$ cat config.mk
export PLATFORM = sky130hd
export DESIGN_NAME = line_cmd_builder
export DESIGN_NICKNAME = d
export VERILOG_FILES = /design/src/rtl/line_draw_pkg.sv /design/src/rtl/coord_clamp.sv /design/src/rtl/line_cmd_builder.sv
export SDC_FILE = /design/constraint.sdc
export NUM_CORES = 1
export LEC_CHECK = 0
export ABC_AREA = 1
export BUFFER_PORTS_ARGS = -buffer_cell sky130_fd_sc_hd__buf_2
export CORE_MARGIN = 2
export CORE_UTILIZATION = 53
export CTS_CLUSTER_SIZE = 10
export DETAILED_ROUTE_END_ITERATION = 10
export PLACE_DENSITY = 0.91
export SLEW_MARGIN = 10
export SYNTH_ARGS = -nofsm -noshare
export SYNTH_HDL_FRONTEND = slang
export SYNTH_SLANG_ARGS = --single-unit
$ cat constraint.sdc
create_clock -name i_clk -period 5.3 [get_ports i_clk]
set_clock_uncertainty 0.2 [all_clocks]
set_input_delay 1.06 -clock i_clk [delete_from_list [all_inputs] [get_ports i_clk]]
set_output_delay 1.06 -clock i_clk [all_outputs]
set_load 0.01 [all_outputs]
$ cat src/rtl/line_draw_pkg.sv
// line_draw_pkg: state encoding and default screen geometry for the line command path.
package line_draw_pkg;
    typedef enum logic [1:0] {
        ST_IDLE  = 2'd0,
        ST_START = 2'd1,
        ST_PEND  = 2'd2,
        ST_ISSUE = 2'd3
    } line_state_t;
    localparam int LD_SCREEN_W = 640;
    localparam int LD_SCREEN_H = 480;
    localparam int LD_COORD_W  = 11;
endpackage

$ cat src/rtl/coord_clamp.sv
// coord_clamp: saturates one coordinate to P_MAX and flags when saturation happened.
module coord_clamp #(
    parameter int P_W   = 11,
    parameter int P_MAX = 639
) (
    input  logic [P_W-1:0] i_coord,
    output logic [P_W-1:0] o_coord,
    output logic           o_clamped
);
    localparam logic [P_W-1:0] LIM = P_W'(P_MAX);
    assign o_clamped = i_coord > LIM;
    assign o_coord   = o_clamped ? LIM : i_coord;
endmodule

$ cat src/rtl/line_cmd_builder.sv
// line_cmd_builder: gathers two captured points into a line segment and issues it to the line FIFO.
// Define LINE_CMD_POLYLINE_EN to chain segments: each end point becomes the next start point.
module line_cmd_builder
    import line_draw_pkg::*;
#(
    parameter int P_X_COORD_W = LD_COORD_W,
    parameter int P_Y_COORD_W = LD_COORD_W,
    parameter int P_SCREEN_W  = LD_SCREEN_W,
    parameter int P_SCREEN_H  = LD_SCREEN_H
) (
    input  logic                   i_clk,
    input  logic                   i_reset,
    input  logic [P_X_COORD_W-1:0] i_coord_x,
    input  logic [P_Y_COORD_W-1:0] i_coord_y,
    input  logic                   i_capture,
    input  logic                   i_cancel,
    input  logic                   i_fifo_full,
    output logic [P_X_COORD_W-1:0] o_x0,
    output logic [P_Y_COORD_W-1:0] o_y0,
    output logic [P_X_COORD_W-1:0] o_x1,
    output logic [P_Y_COORD_W-1:0] o_y1,
    output logic                   o_load,
    output logic [1:0]             o_state,
    output logic [7:0]             o_seg_count,
    output logic                   o_clamped
);
    line_state_t state, state_nxt;
    logic [P_X_COORD_W-1:0] cx;
    logic [P_Y_COORD_W-1:0] cy;
    logic clx, cly, take;

    coord_clamp #(.P_W(P_X_COORD_W), .P_MAX(P_SCREEN_W-1)) u_clamp_x (
        .i_coord(i_coord_x), .o_coord(cx), .o_clamped(clx)
    );
    coord_clamp #(.P_W(P_Y_COORD_W), .P_MAX(P_SCREEN_H-1)) u_clamp_y (
        .i_coord(i_coord_y), .o_coord(cy), .o_clamped(cly)
    );

    // A capture is only accepted while a point is still missing, and cancel always overrides it.
    assign take    = i_capture && !i_cancel && (state == ST_IDLE || state == ST_START);
    assign o_state = state;

    always_comb begin
        state_nxt = state;
        o_load    = 1'b0;
        unique case (state)
            ST_IDLE:  state_nxt = take ? ST_START : ST_IDLE;
            ST_START: state_nxt = i_cancel ? ST_IDLE : take ? ST_PEND : ST_START;
            ST_PEND:  state_nxt = i_cancel ? ST_IDLE : i_fifo_full ? ST_PEND : ST_ISSUE;
            ST_ISSUE: begin
                o_load = 1'b1;
`ifdef LINE_CMD_POLYLINE_EN
                state_nxt = ST_START;
`else
                state_nxt = ST_IDLE;
`endif
            end
            default:  state_nxt = ST_IDLE;
        endcase
    end

    always_ff @(posedge i_clk or posedge i_reset) begin
        if (i_reset) begin
            state       <= ST_IDLE;
            o_x0        <= '0;
            o_y0        <= '0;
            o_x1        <= '0;
            o_y1        <= '0;
            o_seg_count <= '0;
            o_clamped   <= 1'b0;
        end else begin
            state <= state_nxt;
            if (take && state == ST_IDLE) begin
                o_x0 <= cx;
                o_y0 <= cy;
            end
            if (take && state == ST_START) begin
                o_x1 <= cx;
                o_y1 <= cy;
            end
            if (take && (clx || cly))
                o_clamped <= 1'b1;
            // Counting on entry makes the new count visible alongside o_load.
            if (state == ST_PEND && state_nxt == ST_ISSUE)
                o_seg_count <= o_seg_count + 8'd1;
`ifdef LINE_CMD_POLYLINE_EN
            if (state == ST_ISSUE) begin
                o_x0 <= o_x1;
                o_y0 <= o_y1;
            end
`endif
        end
    end
endmodule

Word level (Yosys, flattened, before mapping)
Index checks and enable logic that the tools add are counted.
{ "totals": {"output_inout_bits": 56, "wordCells": 33, "input_bits": 27, "ff_bits": 55} }
{ "op_classes": {"n_lt_le_gt_ge": 2, "mux": 9, "n_reduce_logical": 10, "add_sub_neg": 1, "eq_ne": 4} }
{ "ops": {"columns": ["operator", "n"], "rows": [
  ["$mux W11", 2],
  ["$gt A11 B10 Y1 const B", 1],
  ["$gt A11 B9 Y1 const B", 1],
  ["$add A8 B1 Y8 const B", 1],
  ["$pmux W2 S4", 1],
  ["$eq A2 B2 Y1 const B", 3],
  ["$logic_and A1 B1 Y1", 6],
  ["$mux W2", 3],
  ["$mux W1", 3],
  ["$eq A2 B1 Y1 const B", 1],
  ["$logic_not A2 Y1", 1],
  ["$logic_or A1 B1 Y1", 2],
  ["$logic_not A1 Y1", 1]
]} }

Depth between registers and ports, before layout
{ "logic_depth": {"ltp_word": 8, "depth_mapped": 8, "ltp_nobuf": 8} }

Modules after synthesis
From an unflattened synthesis, not the netlist that was laid out.
{ "hier_totals": {"hier_cells": 279, "hier_area_um2": 2590.0} }
{ "modules_own_cells": {"columns": ["mod", "n_inst", "seq_area_each_um2", "area_per_inst_um2", "cells_per_inst"], "rows": [
  ["line_cmd_builder", 1, 1376.3, 2334.7, 232],
  ["coord_clamp (u_clamp_y)", 1, 0.0, 133.9, 30],
  ["coord_clamp (u_clamp_x)", 1, 0.0, 121.4, 17]
]} }

Worst setup path before layout
No wires, ideal clock.
{ "synth_timing": {"path_kind": "input port to flip-flop", "from": "input i_coord_y[10]", "to": "register o_y0[7]", "stages": 4, "t_arrival_ns": 1.703, "t_required_ns": 4.984, "path_buffers": 0, "slack_ns": 3.281, "setup_ns": 0.116, "path_cell_list": "or2_4 > or2_2 > nand2_1 > nand2_1"} }
{ "synth_via": {"elab_chain_len": 2} }
{ "synth_rtl": {"columns": ["element", "line_no", "source"], "rows": [
  ["from (decl)", "line_cmd_builder.sv:14", "input logic [P_Y_COORD_W-1:0] i_coord_y,"],
  ["$gt A11 B9 Y1", "coord_clamp.sv:11", "assign o_clamped = i_coord > LIM;"],
  ["$mux W11", "coord_clamp.sv:12", "assign o_coord = o_clamped ? LIM : i_coord;"],
  ["to (signal assigned)", "line_cmd_builder.sv:75", "o_y0 <= cy;"],
  ["to (decl)", "line_cmd_builder.sv:19", "output logic [P_Y_COORD_W-1:0] o_y0,"]
]} }
No other way between the ends.
A chain may end at the register's enable or synchronous reset.

Final worst setup path
{ "layout_timing": {"from": "input i_cancel", "to": "register o_x0[2]"} }
{ "layout_via": {"elab_chain_len": 4} }
{ "layout_rtl": {"columns": ["element", "line_no", "source"], "rows": [
  ["from (decl)", "line_cmd_builder.sv:16", "input logic i_cancel,"],
  ["$logic_not A1 Y1", "line_cmd_builder.sv:40", "assign take = i_capture && !i_cancel && (state == ST_IDLE || state == ST_START);"],
  ["$logic_and A1 B1 Y1 (2 in series)", "line_cmd_builder.sv:40", null],
  ["$logic_and A1 B1 Y1", "line_cmd_builder.sv:73", "if (take && state == ST_IDLE) begin"],
  ["to (signal assigned)", "line_cmd_builder.sv:65", "o_x0 <= '0;"],
  ["to (signal assigned)", "line_cmd_builder.sv:74", "o_x0 <= cx;"],
  ["to (decl)", "line_cmd_builder.sv:18", "output logic [P_X_COORD_W-1:0] o_x0,"]
]} }
No other way between the ends.

==> reports/results.ini <==
[route]
firstDrtPassIters = 4
route.detailed.drc = 0
drt_iter0_drc = 117
total_wire_length_after_detailed_routing_mm = 5.22
routedWlPerCell_um = 12.2
route.vias.total = 2057
antenna_left = 0
drt-vias-per-instance = 4.83

[timing]
rsz0062_at_grt = false
timing_max_transition_violations_final = 0
fmax_mhz = 424
worst_slack_ns = 2.94
finalHoldViolCount = 0
final_critical_delay_including_setup_and_external_delays_ns = 2.36
final_min_period_over_clock_period_pct = 44.5
accumulated_negative_setup_slack_ns = 0
worstMarginPinSlew_ns = 1.08
timing.final.setup_violations = 0
relSlewSlack_pct = 27.6

[clock_network]
hold_fix_buffer_count_after_cts = 0
clock_insertion_delay_at_the_later_pin_of_the_skew_report_ns = 0.30
cts_inserted_buffers = 5
number_of_gates_resized_after_cts = 0
h-tree-depth = 2
clk_path_buf_depth = 2
cts-root-buf = clkbuf_8
tritoncts = done
worst_setup_hold_path_clk_slew_ns = 0.09
cts_setup_buffers = 0
count_of_clock_tree_sinks = 55

[yosys]
synth_cells = 294
synth.top_cell.area_share_pct = 57.3
yosys-top-cells-area = dfrtp_1 (57%), nand2_1 (24%), inv_1 (5.3%), buf_6 (2.3%), nor2_1 (2.0%)
synth.yosys.seq_area_share_pct = 57.3
postSynthRegisterBits = 55
netlist_area_um2 = 2400
yosys_warning_count = 0
postSynthNetCount = 322
synth_area_per_cell_um2 = 8.17
post_synth_num_cell_types = 19
post-synth-top-area-cell = dfrtp_1

[die]
dieHeight_um = 71.3
dieWidth_um = 71.3
ios = 83
starting_density_of_the_core_pct = 55.1
fp.coreArea_um2 = 4350
rows = 24
fp.dieArea_um2 = 5080

[setup_path]
path_max_fanout = 22
path_cells = buf_2, inv_2, nand2_1, nor2_2, nand2_2, inv_2, nand2_1, nand2_1
worst-endpoint-arrival_ns = 2.40
critPathLaunchType = input port
worst-setup-path-type = in -> reg
worstPathRequired_ns = 5.35
critical_path.endpoint_type = flip-flop
slowest_stage = inv_2
buffers_plus_inverters_on_the_worst_setup_path = 3
timing.critical_path.mode_cell = nand2_1
critPathMaxStageDelay_ns = 0.44
crit_path_max_delay_family = simple AND/OR/NAND/NOR gates

[grt]
first_global_vias = 1969
gr-usage-all-layers_pct = 22.3
grt_antenna_before_repair = 0
grt_pass1_wl_mm = 8.88
largest_net_degree_at_the_start_of_global_routing = 56
grt_remaining_overflow = 0

[status]
outcome = completed

[power]
powerDensity_nw_per_um2 = 385
static-leakage-power_nw = 1.72
irDropWorstVdd_v = 0.000247

[finish]
post-route-util_pct = 66.3
antenna_cells = 0
num-fill-cells = 372
multi_input_comb_area_um2 = 806
syn2layout_area_growth_pct = 20.3
area.sequential_um2 = 1380
layout.nets = 402
final_layout_size_suffix_gt1_share_pct = 27.3

[placement]
place.gp.congestion = 0.885
placement.setup.worst_slack_ns = 2.66
io_buffers = 82
detailed_placement_wirelength_estimate_mm = 3.75

[flow_run]
max-cap-violations = 0

[min_path]
min-delay-path-class = reg -> reg

## worst paths after layout
path	startpoint	to	slack, ns	cells past startpoint
setup / recovery	i_cancel	o_x0[2]	2.94	8
hold / removal	o_clamped	o_clamped	0.28	2
setup reg to reg	o_state[1]	o_x0[2]	3.43	5
hold reg to reg	o_clamped	o_clamped	0.28	2
max in group asynchronous	i_reset	o_y0[10]	3.42	2
min in group asynchronous	i_reset	o_x0[5]	0.82	2
## synth_stat cells
| cell | instances |
|---|---|
| nand2_2 | 2 |
| nor2_2 | 2 |
| nor3_1 | 1 |
| nand3_1 | 4 |
| xnor2_1 | 4 |
| nor2_8 | 1 |
| o21ai_0 | 3 |
| nor2_1 | 13 |
| buf_6 | 5 |
| ha_1 | 1 |
| or2_2 | 2 |
| or2_4 | 1 |
| xor2_1 | 1 |
| nand4_1 | 2 |
| inv_2 | 4 |
| inv_1 | 34 |
| dfrtp_1 | 55 |
| nand2_1 | 155 |
| buf_2 | 4 |
## tightest hold or removal path, stage by stage, from the launching register on
cell and delay (ns):
dfrtp_1 0.35, inv_1 0.04, nand2_1 0.06
## state kept, by name (all words and copies together) (netlist names)
register and count:
o_x0 11, o_y1 11, o_seg_count 8, o_y0 11, o_x1 11, o_clamped 1
o_state 2
## layout by cell type, fill, tap and decap left out
cell type  Yosys  routed
nand2_2        2       2
nand3_1        4       4
xor2_1         1       1
nand2_1      155     155
nor2_2         2       2
or2_4          1       1
inv_1         34      33
nor2_8         1       1
inv_2          4       5
clkbuf_8       0       6
xnor2_1        4       4
clkinv_2       0       1
nor3_1         1       1
ha_1           1       1
or2_2          2       2
buf_2          4      82
nor2_1        13      13
nand4_1        2       2
o21ai_0        3       3
dfrtp_1       55      55
## power breakdown
group          switching (W)  internal (W)
sequential         0.0000674      0.000517
combinational       0.000174      0.000125
clock               0.000127      0.000103
total               0.000368      0.000745
## layer usage
| metal | share of wire, % | track usage [%] | vias to the layer above |
|---|---|---|---|
| li1 | - | - | 1013 |
| met1 | 44 | 30.1 | 955 |
| met2 | 47 | 36.0 | 80 |
| met3 | 7.1 | 3.80 | 9 |
| met4 | 1.7 | 9.43 | 0 |
| met5 | 0 | 0 | - |
## cell families after synthesis
| kind of cell | after synthesis | share of synthesized area [%] |
|---|---|---|
| buffers and inverters | 47 | 9.12 |
| and+or+nand+nor | 183 | 30.6 |
| DFF | 55 | 57.3 |
| xor gates and xnor gates | 5 | 1.82 |
| adders and majority gates | 1 | 0.521 |
| AOI/OAI and AO/OA | 3 | 0.625 |
## through the flow
stage	power, W	std cells	hold slack, ns	area (um2)
after detailed placement	0.000893	419	0.260	2800
final	0.00111	426	0.278	2890
after global routing	0.00118	426	0.297	2890
after CTS	0.00112	426	0.283	2890
after global placement	0.000880	419	0.242	2800
after floorplan	0.000750	294	0.300	2400
## layout make-up
cell class                      count  area share [%]
Clock buffer                        6            2.86
Clock inverter                      1           0.173
Inverter                           38            4.94
Multi-Input combinational cell    192            27.9
Sequential cell                    55            47.7
Tap cell                           52            2.25
Timing Repair Buffer               82            14.2
No activity file was read; power rests on OpenSTA's default activity.
